File: src/rtl/dmem_arbiter.sv
// Two-requester (CPU, accelerator) arbiter in front of the single-port data memory.
// Optional DMEM_ARB_PERF_EN adds saturating grant and stall counters.
module dmem_arbiter #(
  parameter int MEM_LAT = 1,
  parameter int ADDR_W  = 32
) (
  input  logic              clk,
  input  logic              reset,
  input  logic              cpu_req,
  input  logic              cpu_we,
  input  logic [1:0]        cpu_size,
  input  logic              cpu_uns,
  input  logic [ADDR_W-1:0] cpu_addr,
  input  logic [31:0]       cpu_wdata,
  output logic              cpu_gnt,
  output logic              cpu_rvalid,
  output logic              cpu_err,
  output logic [31:0]       cpu_rdata,
  input  logic              acc_req,
  input  logic              acc_we,
  input  logic [1:0]        acc_size,
  input  logic              acc_uns,
  input  logic [ADDR_W-1:0] acc_addr,
  input  logic [31:0]       acc_wdata,
  output logic              acc_gnt,
  output logic              acc_rvalid,
  output logic              acc_err,
  output logic [31:0]       acc_rdata,
  output logic              mem_en,
  output logic              mem_we,
  output logic [3:0]        mem_be,
  output logic [ADDR_W-1:0] mem_addr,
  output logic [31:0]       mem_wdata,
  input  logic [31:0]       mem_rdata,
  output logic [1:0]        dbg_state
`ifdef DMEM_ARB_PERF_EN
  ,
  output logic [15:0]       perf_cpu_cnt,
  output logic [15:0]       perf_acc_cnt,
  output logic [15:0]       perf_stall_cnt
`endif
);

  // Handshake: req is held with stable fields until gnt; gnt and req high in the
  // same cycle transfer the access. Exactly one rvalid pulse answers each grant.
  typedef enum logic [1:0] {IDLE = 2'd0, ISSUE = 2'd1, WAIT = 2'd2, RESP = 2'd3} state_t;

  localparam logic [2:0] LAT_M1 = 3'(MEM_LAT - 1);

  state_t      state_q, state_d;
  logic        last_win_q;  // 1 = accelerator won last
  logic        own_q;
  logic        we_q;
  logic [1:0]  size_q;
  logic        uns_q;
  logic [1:0]  lane_q;
  logic [2:0]  cnt_q;

  logic              grant, win_acc, sel_we, sel_uns, sel_err;
  logic [1:0]        sel_size;
  logic [ADDR_W-1:0] sel_addr;
  logic [31:0]       sel_wdata, raw, ext;

  function automatic logic is_err(input logic [1:0] size, input logic [1:0] lane);
    return (size == 2'b11) || (size == 2'b01 && lane[0]) || (size == 2'b10 && lane != 2'b00);
  endfunction

  function automatic logic [3:0] lane_be(input logic [1:0] size, input logic [1:0] lane);
    case (size)
      2'b00:   return 4'b0001 << lane;
      2'b01:   return 4'b0011 << lane;
      default: return 4'b1111;
    endcase
  endfunction

  always_comb begin
    win_acc   = acc_req && (!cpu_req || !last_win_q);
    grant     = reset && (state_q == IDLE) && (cpu_req || acc_req);
    cpu_gnt   = grant && !win_acc;
    acc_gnt   = grant && win_acc;
    sel_we    = win_acc ? acc_we    : cpu_we;
    sel_size  = win_acc ? acc_size  : cpu_size;
    sel_uns   = win_acc ? acc_uns   : cpu_uns;
    sel_addr  = win_acc ? acc_addr  : cpu_addr;
    sel_wdata = win_acc ? acc_wdata : cpu_wdata;
    sel_err   = is_err(sel_size, sel_addr[1:0]);
  end

  // Lane extraction of the returned word for the captured access.
  always_comb begin
    raw = mem_rdata >> {lane_q, 3'b000};
    case (size_q)
      2'b00:   ext = uns_q ? {24'b0, raw[7:0]}  : {{24{raw[7]}}, raw[7:0]};
      2'b01:   ext = uns_q ? {16'b0, raw[15:0]} : {{16{raw[15]}}, raw[15:0]};
      default: ext = raw;
    endcase
  end

  always_comb begin
    state_d = state_q;
    case (state_q)
      IDLE:    if (grant) state_d = sel_err ? RESP : ISSUE;
      ISSUE:   state_d = WAIT;
      WAIT:    if (cnt_q == 3'd0) state_d = RESP;
      RESP:    state_d = IDLE;
      default: state_d = IDLE;
    endcase
  end

  assign dbg_state = state_q;

  always_ff @(posedge clk or negedge reset) begin
    if (!reset) begin
      state_q    <= IDLE;
      last_win_q <= 1'b1;
      own_q      <= 1'b0;
      we_q       <= 1'b0;
      size_q     <= 2'b00;
      uns_q      <= 1'b0;
      lane_q     <= 2'b00;
      cnt_q      <= 3'd0;
      mem_en     <= 1'b0;
      mem_we     <= 1'b0;
      mem_be     <= 4'b0;
      mem_addr   <= '0;
      mem_wdata  <= 32'b0;
      cpu_rvalid <= 1'b0;
      cpu_err    <= 1'b0;
      cpu_rdata  <= 32'b0;
      acc_rvalid <= 1'b0;
      acc_err    <= 1'b0;
      acc_rdata  <= 32'b0;
    end else begin
      state_q    <= state_d;
      mem_en     <= 1'b0;
      mem_we     <= 1'b0;
      mem_be     <= 4'b0;
      mem_addr   <= '0;
      mem_wdata  <= 32'b0;
      cpu_rvalid <= 1'b0;
      cpu_err    <= 1'b0;
      cpu_rdata  <= 32'b0;
      acc_rvalid <= 1'b0;
      acc_err    <= 1'b0;
      acc_rdata  <= 32'b0;
      if (grant) begin
        last_win_q <= win_acc;
        own_q      <= win_acc;
        we_q       <= sel_we;
        size_q     <= sel_size;
        uns_q      <= sel_uns;
        lane_q     <= sel_addr[1:0];
        if (sel_err) begin
          cpu_rvalid <= !win_acc;
          cpu_err    <= !win_acc;
          acc_rvalid <= win_acc;
          acc_err    <= win_acc;
        end else begin
          mem_en    <= 1'b1;
          mem_we    <= sel_we;
          mem_be    <= lane_be(sel_size, sel_addr[1:0]);
          mem_addr  <= {sel_addr[ADDR_W-1:2], 2'b00};
          mem_wdata <= sel_wdata << {sel_addr[1:0], 3'b000};
        end
      end
      if (state_q == ISSUE) cnt_q <= LAT_M1;
      if (state_q == WAIT) begin
        cnt_q <= cnt_q - 3'd1;
        if (cnt_q == 3'd0) begin
          cpu_rvalid <= !own_q;
          acc_rvalid <= own_q;
          if (!own_q) cpu_rdata <= we_q ? 32'b0 : ext;
          else        acc_rdata <= we_q ? 32'b0 : ext;
        end
      end
    end
  end

`ifdef DMEM_ARB_PERF_EN
  always_ff @(posedge clk or negedge reset) begin
    if (!reset) begin
      perf_cpu_cnt   <= 16'd0;
      perf_acc_cnt   <= 16'd0;
      perf_stall_cnt <= 16'd0;
    end else begin
      if (cpu_gnt && perf_cpu_cnt != 16'hFFFF) perf_cpu_cnt <= perf_cpu_cnt + 16'd1;
      if (acc_gnt && perf_acc_cnt != 16'hFFFF) perf_acc_cnt <= perf_acc_cnt + 16'd1;
      if ((cpu_req || acc_req) && !grant && perf_stall_cnt != 16'hFFFF)
        perf_stall_cnt <= perf_stall_cnt + 16'd1;
    end
  end
`endif

endmodule

File: config.mk
export PLATFORM = sky130hd
export DESIGN_NAME = dmem_arbiter
export DESIGN_NICKNAME = d
export VERILOG_FILES = /design/src/rtl/dmem_arbiter.sv
export SDC_FILE = /design/constraint.sdc
export NUM_CORES = 1
export LEC_CHECK = 0
export ABC_AREA = 0
export BUFFER_PORTS_ARGS = -buffer_cell sky130_fd_sc_hd__buf_2
export CORE_MARGIN = 1.5
export CORE_UTILIZATION = 52
export CTS_CLUSTER_DIAMETER = 40
export CTS_CLUSTER_SIZE = 14
export DETAILED_ROUTE_END_ITERATION = 7
export GPL_TIMING_DRIVEN = 0
export MAX_ROUTING_LAYER = met4
export PLACE_DENSITY = 0.83
export SYNTH_ARGS = -nofsm -noshare
export SYNTH_HDL_FRONTEND = slang
export SYNTH_SLANG_ARGS = --single-unit
File: constraint.sdc
create_clock -name clk -period 3.85 [get_ports clk]
set_clock_uncertainty 0.2 [all_clocks]
set_input_delay 0.77 -clock clk [delete_from_list [all_inputs] [get_ports clk]]
set_output_delay 0.77 -clock clk [all_outputs]
set_load 0.01 [all_outputs]
# Word level (Yosys, flattened, before mapping)
# Index checks and enable logic that the tools add are counted.
# Widths: inputs -> output; s select.
[totals]
reg_bits = 151
in_bits = 172
output_inout_bits = 142
elab_cells = 95
[op_classes]
n_addsub = 1
n_eq_ne = 9
n_shift = 4
muxes = 40
n_reduce_logical = 22
[op_table]
columns = ["cell", "n"]
rows = [
  ["$mux 32", 15],
  ["$pmux 32 s2", 1],
  ["$shl 32x5->32", 1],
  ["$shr 32x5->32", 1],
  ["$mux 1", 14],
  ["$eq 2x2->1 const B", 4],
  ["$mux 2", 4],
  ["$mux 4", 2],
  ["$pmux 2 s4", 1],
  ["$pmux 4 s2", 1],
  ["$logic_and 1x1->1", 7],
  ["$eq 2x1->1 const B", 3],
  ["$logic_not 2->1", 3],
  ["$mux 3", 2],
  ["$logic_not 1->1", 4],
  ["$logic_or 1x1->1", 4],
  ["$ne 2x2->1 const B", 2],
  ["$reduce_bool 2->1", 2],
  ["$shl 1x2->4 const A", 1],
  ["$shl 2x2->4 const A", 1],
  ["$logic_not 3->1", 1],
  ["$sub 3x1->3 const B", 1],
  ["$reduce_and 2->1", 1],
]

# Longest topological paths before layout
# Gate-level depths: netlist of run 1.
[logic_depth]
depth_word = 12
depth_mapped = 8
ltp_nobuf = 7

# Worst setup path after synthesis of run 1
# No wires, ideal clock.
[synth_path]
path_type = "input -> output"
from = "input acc_req"
to = "output acc_gnt"
arrival_ps = 1474
required_ps = 2880
path_slack_ps = 1406
stages = 5
n_path_buf = 2
cell_sequence = "a21boi_2 buf_4 buf_6 nand2_1 inv_1"
[synth_via]
elab_chain_cells = 3
elab_cells_between_ends = 4
cone_classes = "reduce/logical: 4"
[synth_lines]
columns = ["element", "line_no", "text"]
rows = [
  ["from (decl)", "19", "input logic acc_req,"],
  ["$logic_or 1x1->1", "78", "grant = reset && (state_q == IDLE) && (cpu_req || acc_req);"],
  ["$logic_and 1x1->1", "78", ""],
  ["$logic_and 1x1->1 (*)", "80", "acc_gnt = grant && win_acc;"],
  ["to (decl)", "25", "output logic acc_gnt,"],
]
# Mark *: on every way between the ends. The rest lies on a longest branch, timed or not.

# Worst setup path after layout of run 1
[layout_path]
from = "input reset"
to = "output acc_gnt"
[layout_via]
elab_chain_cells = 3
[layout_lines]
columns = ["element", "line_no", "text"]
rows = [
  ["from (decl)", "8", "input logic reset,"],
  ["$logic_and 1x1->1 (2 in series)", "78", ""],
  ["$logic_and 1x1->1", "80", ""],
]
# No other way between the ends.

==> metrics.md, run 1 <==
| Metric | Value |
|---|---|
| HP Class | `input port to async pin` |
| RSZ-0062 raised after global routing | `false` |
| Grt met2 use | `0.569` |
| Die ar. | `roughly 15000 um^2` |
| Post-synthesis sequential area ratio | `0.506` |
| Worst setup path start | `reset` |
| Insertion delay to the later sink of the worst-skew pair | `approximately 0.43 ns` |
| EDFF count, synth | `0` |
| TritonCTS Buffers | `17` |
| Vias | `between 7000 and 8000` |
| First-pass GRT wire length | `approximately 38 mm` |
| Antenna-violating nets left | `0` |
| # DRC | `0` |
| Final period util | `0.920` |
| YS warnings | `0` |
| R2R cell count | `5` |
| LEAKAGE | `between 5 and 6 nW` |
| Most common cell after layout, fill and taps aside | `buf_2` |
| Grt ovf | `0` |
| WP data required | `2.88 ns` |
| Post-CTS resize count | `0` |
| Seq cells post-synth | `around 150` |
| Cell Pwr Density | `between 500 and 600 nW/um^2` |
| GRT Overall Usage | `0.355` |
| M1 GR Usage | `0.432` |
| Power share of the clock group | `0.304` |
| Placed cell area | `roughly 9000 um^2` |
| Vias per cell | `around 5.8` |
| Initial core utilization | `0.532` |
| Die width | `approximately 120 um` |
| Gr busiest metal | `met2` |
| Number of global-route vias before repair | `about 7300` |
| Reg clk slew, reported paths | `approximately 0.06 ns` |
| Rel. slew slack | `0.513` |
| Top FF cell, synth | `dfrtp_1` |
| Grt met3 use | `0.0688` |
| Worst vdd ir | `around 0.29 mV` |
| Yosys top cell area share | `0.502` |
| Fraction of layout cells with a size suffix above 1 | `0.370` |
| Reg power frac | `0.332` |
| Mean post-synth cell area | `around 9.5 um^2` |
| TNS Setup | `0 ns` |
| Critical Path Sink | `acc_gnt` |
| Core ar. | `roughly 14000 um^2` |
| # IOs | `roughly 310` |
| Area contributors post-synth | `dfrtp_1 50%, nand2_1 7.4%, mux2i_1 5.8%` |
| CTS tree | `yes` |
| Initial DRC Count | `a little under 900` |
| Final Hold Viols | `0` |
| Synth-to-layout area growth | `32.4%` |
| FF-to-FF Start | `last_win_q$_DFFE_PN1P_` |
| Synthesized area | `between 7000 and 8000 um^2` |
| Logic pwr share | `0.364` |
| Switching Fraction | `0.373` |
| Util after Layout | `0.704` |
| Kind of critical path | `input port to output pin` |
| Antenna diode count | `0` |
| FFs w/ async S/R, synth | `1.00` |
| Tot Pwr | `5.58 mW` |
| Minimum clock period | `between 3 and 4 ns` |
| Largest net degree at the start of global routing | `97` |
| Status | `completed` |
| Clock Sinks | `between 100 and 150` |
| Initial antenna violation count | `0` |
| Root Driver | `clkbuf_16` |
| Router iterations before antenna repair | `5` |
| # hold bufs at CTS | `0` |
| WL final | `approximately 26 mm` |
| Setup crit start kind | `input port` |
| Row cnt | `43` |
| CP max FO | `96` |
| Post-CTS repair timing setup buffer count | `0` |
| Gpl congestion | `between 0.9 and 1` |
| Cell Int Power | `3.50 mW` |
| Maximum clock frequency | `0.282 GHz` |
| Crit path DAT | `2.57 ns` |
| Clock buffer depth | `2` |
| Max Cap Viol | `0` |
| FF-to-FF End | `mem_addr[29]$_DFF_PN0_` |
| H-Tree Depth | `4` |
| Nets@finish | `~1300` |
| Die height | `about 120 um` |
| IO buf count | `between 300 and 400` |
| Cell count after synthesis | `between 700 and 800` |
| Slew Limit Fails | `0` |
| Fin area | `9770 um^2` |
| Post-DP HPWL | `18.8 mm` |
| R2R Setup Slk | `roughly 1.6 ns` |
| Largest area contributor in the netlist | `dfrtp_1` |
| Tightest Pin Transition | `between 0.7 and 0.8 ns` |
| Avg WL per Cell | `about 20 um` |
| Final setup fails | `0` |
| Distinct cell type count of the synthesized netlist | `60` |
| Crit. End Element | `output pin` |
| Most frequent cells in the layout | `327 x buf_2, 148 x dfrtp_1, 146 x nand2_1` |
| P_sw | `between 2 and 2.5 mW` |
-- power groups by stage --
| stage | registers, mW | logic [mW] | clock network [mW] |
|---|---|---|---|
| finish | 1.85 | 2.03 | 1.69 |
| CTS | 1.86 | 1.99 | 1.70 |
| global route | 1.88 | 2.19 | 1.77 |
| global placement | 1.88 | 1.92 | 0 |
| detailed placement | 1.88 | 1.96 | 0 |
| floorplan | 1.95 | 1.21 | 0 |
-- flip-flops by register name (all words and copies together), names as in the netlist, 2 cells and up --
name       count
acc_rdata     32
cnt_q          3
cpu_rdata     32
dbg_state      2
lane_q         2
mem_addr      30
mem_be         4
mem_wdata     32
size_q         2
-- per-stage QoR --
step | hold slack, ns | worst slack (ns) | cells
floorplan | 0.254 | 1.41 | 775
global placement | 0.266 | -1.96 | 1261
detailed placement | 0.271 | 0.306 | 1262
CTS | 0.118 | 0.306 | 1294
global route | 0.136 | 0.0920 | 1294
finish | 0.0922 | 0.306 | 1294
-- worst min-delay path by stage --
stage | startpoint | end | slack [ns] | depth (start not counted)
after global routing | reset | acc_rdata[16]$_DFF_PN0_ | 0.14 | 1
after global placement | last_win_q$_DFFE_PN1P_ | last_win_q$_DFFE_PN1P_ | 0.27 | 2
final | reset | acc_rdata[16]$_DFF_PN0_ | 0.09 | 1
after floorplan | last_win_q$_DFFE_PN1P_ | last_win_q$_DFFE_PN1P_ | 0.25 | 2
after detailed placement | last_win_q$_DFFE_PN1P_ | last_win_q$_DFFE_PN1P_ | 0.27 | 2
after CTS | reset | acc_rdata[16]$_DFF_PN0_ | 0.12 | 1
-- layer usage --
metal | wire length, um | share of wire
met1 | 9550 | 0.37
met2 | 12400 | 0.48
met3 | 2670 | 0.10
met4 | 1150 | 0.045
met5 | 0 | 0
-- cells by family (layout without fill, tap and decap cells) --
group           after synthesis  in the layout  synth area share
compound gates              179            179             0.160
xor+xnor                      4              4           0.00475
fa+ha+maj                     5              5           0.00814
buf+inv                      84            423            0.0609
flops                       149            149             0.506
mux                          61             61            0.0877
other cells                   1              2          0.000508
simple gates                291            291             0.172
-- worst max-delay path: stages --
cell     delay (ns)
buf_6          0.41
buf_16         0.42
o211a_1        0.39
nand2_1        0.23
inv_1          0.12
buf_2          0.14
-- area by class of cell --
cell class,instances,area (um^2)
clock buffer,19,443
timing repair buffer,307,1570
fill,1078,4110
multi-input combinational,542,3200
tap,180,225
sequential,149,3730
clock inverter,13,155
buffer,64,374
inverter,20,75.1
-- cell usage after synthesis (2+ instances only) --
cell type and n:
dfrtp_1 148, nand2_1 146, nor2_1 88, a21oi_1 60, mux2i_1 43, a211oi_1 40
o21ai_0 25, buf_2 22, clkbuf_1 20, inv_1 19, o211ai_1 18, nor2b_1 17
mux2_2 16, buf_4 12, nor3b_1 10, a311oi_1 8, buf_6 8, a211o_1 7
nor3_1 7, a31oi_1 4, ha_1 4, xor2_1 4, and2_1 3, and3_1 3
nand3_1 3, a22oi_1 2, nand2b_1 2, nand2b_4 2, o21ai_2 2
Power figures use the tool's default switching activity.
==> inputs of run 2 (changes only) <==
Settings changed: PLACE_DENSITY 0.83 to 0.95.
Clock period 3.85 ns to 4.45 ns, I/O delays scaled along.
==> run 2 against run 1 <==
Total power down 13%; final cell count unchanged; first-iteration DRC count down 7.2%; critical path type unchanged; critical endpoint is now cpu_gnt; largest power group unchanged.
==> metrics.md, run 2 (same netlist as run 1, synthesis figures left out) <==
| Metric | Value |
|---|---|
| Clock Sinks | `149 (unchanged)` |
| CTS tree | `yes (unchanged)` |
| Max Cap Viol | `0 (unchanged)` |
| Largest net degree at the start of global routing | `88 (was 97)` |
| Status | `completed (unchanged)` |
| Die width | `122 um (unchanged)` |
| Initial core utilization | `0.532 (unchanged)` |
| Antenna-violating nets left | `0 (unchanged)` |
| Placed cell area | `9170 um^2 (unchanged)` |
| Synth-to-layout area growth | `32.6% (was 32.4%)` |
| Most frequent cells in the layout | `327 x buf_2, 148 x dfrtp_1, 146 x nand2_1 (unchanged)` |
| Router iterations before antenna repair | `6 (was 5)` |
| Die height | `122 um (unchanged)` |
| GRT Overall Usage | `0.360 (was 0.355)` |
| Fraction of layout cells with a size suffix above 1 | `0.369 (was 0.370)` |
| Reg clk slew, reported paths | `0.06 ns (about the same)` |
| Slew Limit Fails | `0 (unchanged)` |
| Crit. End Element | `output pin (unchanged)` |
| Switching Fraction | `0.369 (was 0.373)` |
| Gpl congestion | `0.948 (was 0.947)` |
| # IOs | `314 (unchanged)` |
| Cell Pwr Density | `499 nW/um^2 (was 571 nW/um^2)` |
| Core ar. | `13900 um^2 (unchanged)` |
| Most common cell after layout, fill and taps aside | `buf_2 (unchanged)` |
| Post-CTS resize count | `0 (unchanged)` |
| Area of the multi-input gates | `3200 um^2 (unchanged)` |
| FF/Latch Area | `3730 um^2 (unchanged)` |
| Cell Int Power | `3.08 mW (was 3.50 mW)` |
| Maximum clock frequency | `between 0.2 and 0.3 GHz` |
| Nets@finish | `1277 (unchanged)` |
| Initial DRC Count | `818 (was 881)` |
| Insertion delay to the later sink of the worst-skew pair | `0.43 ns (about the same)` |
| Kind of critical path | `input port to output pin (unchanged)` |
| Final setup fails | `0 (unchanged)` |
| H-Tree Depth | `4 (unchanged)` |
| CP max FO | `87 (was 96)` |
| Logic pwr share | `0.359 (was 0.364)` |
| HP Class | `input port to async pin (unchanged)` |
| Post-CTS repair timing setup buffer count | `0 (unchanged)` |
| Final Hold Viols | `0 (unchanged)` |
| WL final | `25.9 mm (was 25.8 mm)` |
| Initial antenna violation count | `0 (unchanged)` |
| Crit path DAT | `2.70 ns (was 2.57 ns)` |
| Reg power frac | `0.329 (was 0.332)` |
| Setup crit start kind | `input port (unchanged)` |
| P_sw | `1.80 mW (was 2.08 mW)` |
| Row cnt | `43 (unchanged)` |
| Minimum clock period | `about 3.8 ns` |
| Vias | `7500 (was 7539)` |
| Die ar. | `14900 um^2 (unchanged)` |
| Avg WL per Cell | `20.1 um (was 19.9 um)` |
| Final period util | `0.853` |
| RSZ-0062 raised after global routing | `false (unchanged)` |
| Fin Hold WS | `0.248 ns (was 0.0922 ns)` |
| Number of global-route vias before repair | `7285 (was 7289)` |
| IO buf count | `306 (unchanged)` |
| # hold bufs at CTS | `0 (unchanged)` |
| Vias per cell | `5.80 (was 5.83)` |
| Clock buffer depth | `2 (unchanged)` |
| WP data required | `3.36 ns (was 2.88 ns)` |
| LEAKAGE | `5.37 nW (was 5.35 nW)` |
| Post-DP HPWL | `18.9 mm (was 18.8 mm)` |
| Tightest Pin Transition | `0.775 ns (was 0.727 ns)` |
| Fin area | `9790 um^2 (was 9770 um^2)` |
| R2R cell count | `4 (was 5)` |
| Power share of the clock group | `0.311 (was 0.304)` |
| TritonCTS Buffers | `17 (unchanged)` |
| Antenna diode count | `0 (unchanged)` |
| Rel. slew slack | `0.481 (was 0.513)` |
| Root Driver | `clkbuf_16 (unchanged)` |
| # DRC | `0 (unchanged)` |
| First-pass GRT wire length | `38.6 mm (was 38.4 mm)` |
| Top flop regs | `acc_rdata (32), cpu_rdata (32), mem_wdata (32) (unchanged)` |
| Grt ovf | `0 (unchanged)` |
| Number of fill cells | `1065 (was 1078)` |
| Worst vdd ir | `0.240 mV (was 0.287 mV)` |
-- run 2: cell types whose count changed in the layout (fill, tap and decap cells not counted), sizes merged --
| cell | before | now |
|---|---|---|
| inv | 27 | 25 |
| clkinvlp | 3 | 1 |
| clkbuf | 40 | 41 |
| clkinv | 1 | 3 |
| bufinv | 2 | 3 |
-- run 2: cell type report --
class | instances | share of cell area
flip-flops and latches | 149 | 0.381
repair buffers | 307 | 0.160
clock buffers | 20 | 0.0456
clock inverters | 12 | 0.0170
multi-input cells | 542 | 0.327
inverters | 20 | 0.00767
well taps | 180 | 0.0230
plain buffers | 64 | 0.0382
-- run 2: metal layers --
| metal | routed length [um] | part of all wire | track usage |
|---|---|---|---|
| met4 | 1430 | 0.055 | 0.214 |
| met3 | 2640 | 0.10 | 0.0847 |
| met1 | 9300 | 0.36 | 0.411 |
| met5 | 0 | 0 | - |
| met2 | 12600 | 0.48 | 0.579 |
-- run 2: worst paths after layout --
| path | endpoint | start | slack [ns] |
|---|---|---|---|
| min reg2reg | last_win_q$_DFFE_PN1P_ | last_win_q$_DFFE_PN1P_ | 0.30 |
| max reg2reg | mem_wdata[11]$_DFF_PN0_ | last_win_q$_DFFE_PN1P_ | 2.26 |
| max in group asynchronous | last_win_q$_DFFE_PN1P_ | reset | 2.95 |
| max | cpu_gnt | reset | 0.66 |
| min | cpu_rdata[17]$_DFF_PN0_ | reset | 0.25 |
| min in group clk | last_win_q$_DFFE_PN1P_ | last_win_q$_DFFE_PN1P_ | 0.30 |
-- run 2: critical path: stages --
cell and delay [ns]:
buf_6 0.46, buf_16 0.40, o211ai_1 0.42, nor2_1 0.28, buf_2 0.17
-- run 2: power by group through the flow --
stage          clock network (mW)  registers, mW  logic, mW
6_report                     1.52           1.61       1.75
5_1_grt                      1.59           1.63       1.90
4_1_cts                      1.53           1.61       1.72
3_5_place_dp                    0           1.63       1.70
3_3_place_gp                    0           1.62       1.66
2_1_floorplan                   0           1.69       1.04
-- run 2: per-stage QoR --
| step | instances | util | total power, mW | worst slack, ns | setup TNS (ns) |
|---|---|---|---|---|---|
| 2_1_floorplan | 775 | - | 2.73 | 1.77 | 0 |
| 3_3_place_gp | 1261 | 0.658 | 3.28 | -1.58 | -28.90 |
| 3_5_place_dp | 1262 | 0.661 | 3.33 | 0.643 | 0 |
| 4_1_cts | 1294 | 0.705 | 4.86 | 0.641 | 0 |
| 5_1_grt | 1294 | 0.705 | 5.12 | 0.403 | 0 |
| 6_report | 1294 | 0.705 | 4.88 | 0.656 | 0 |
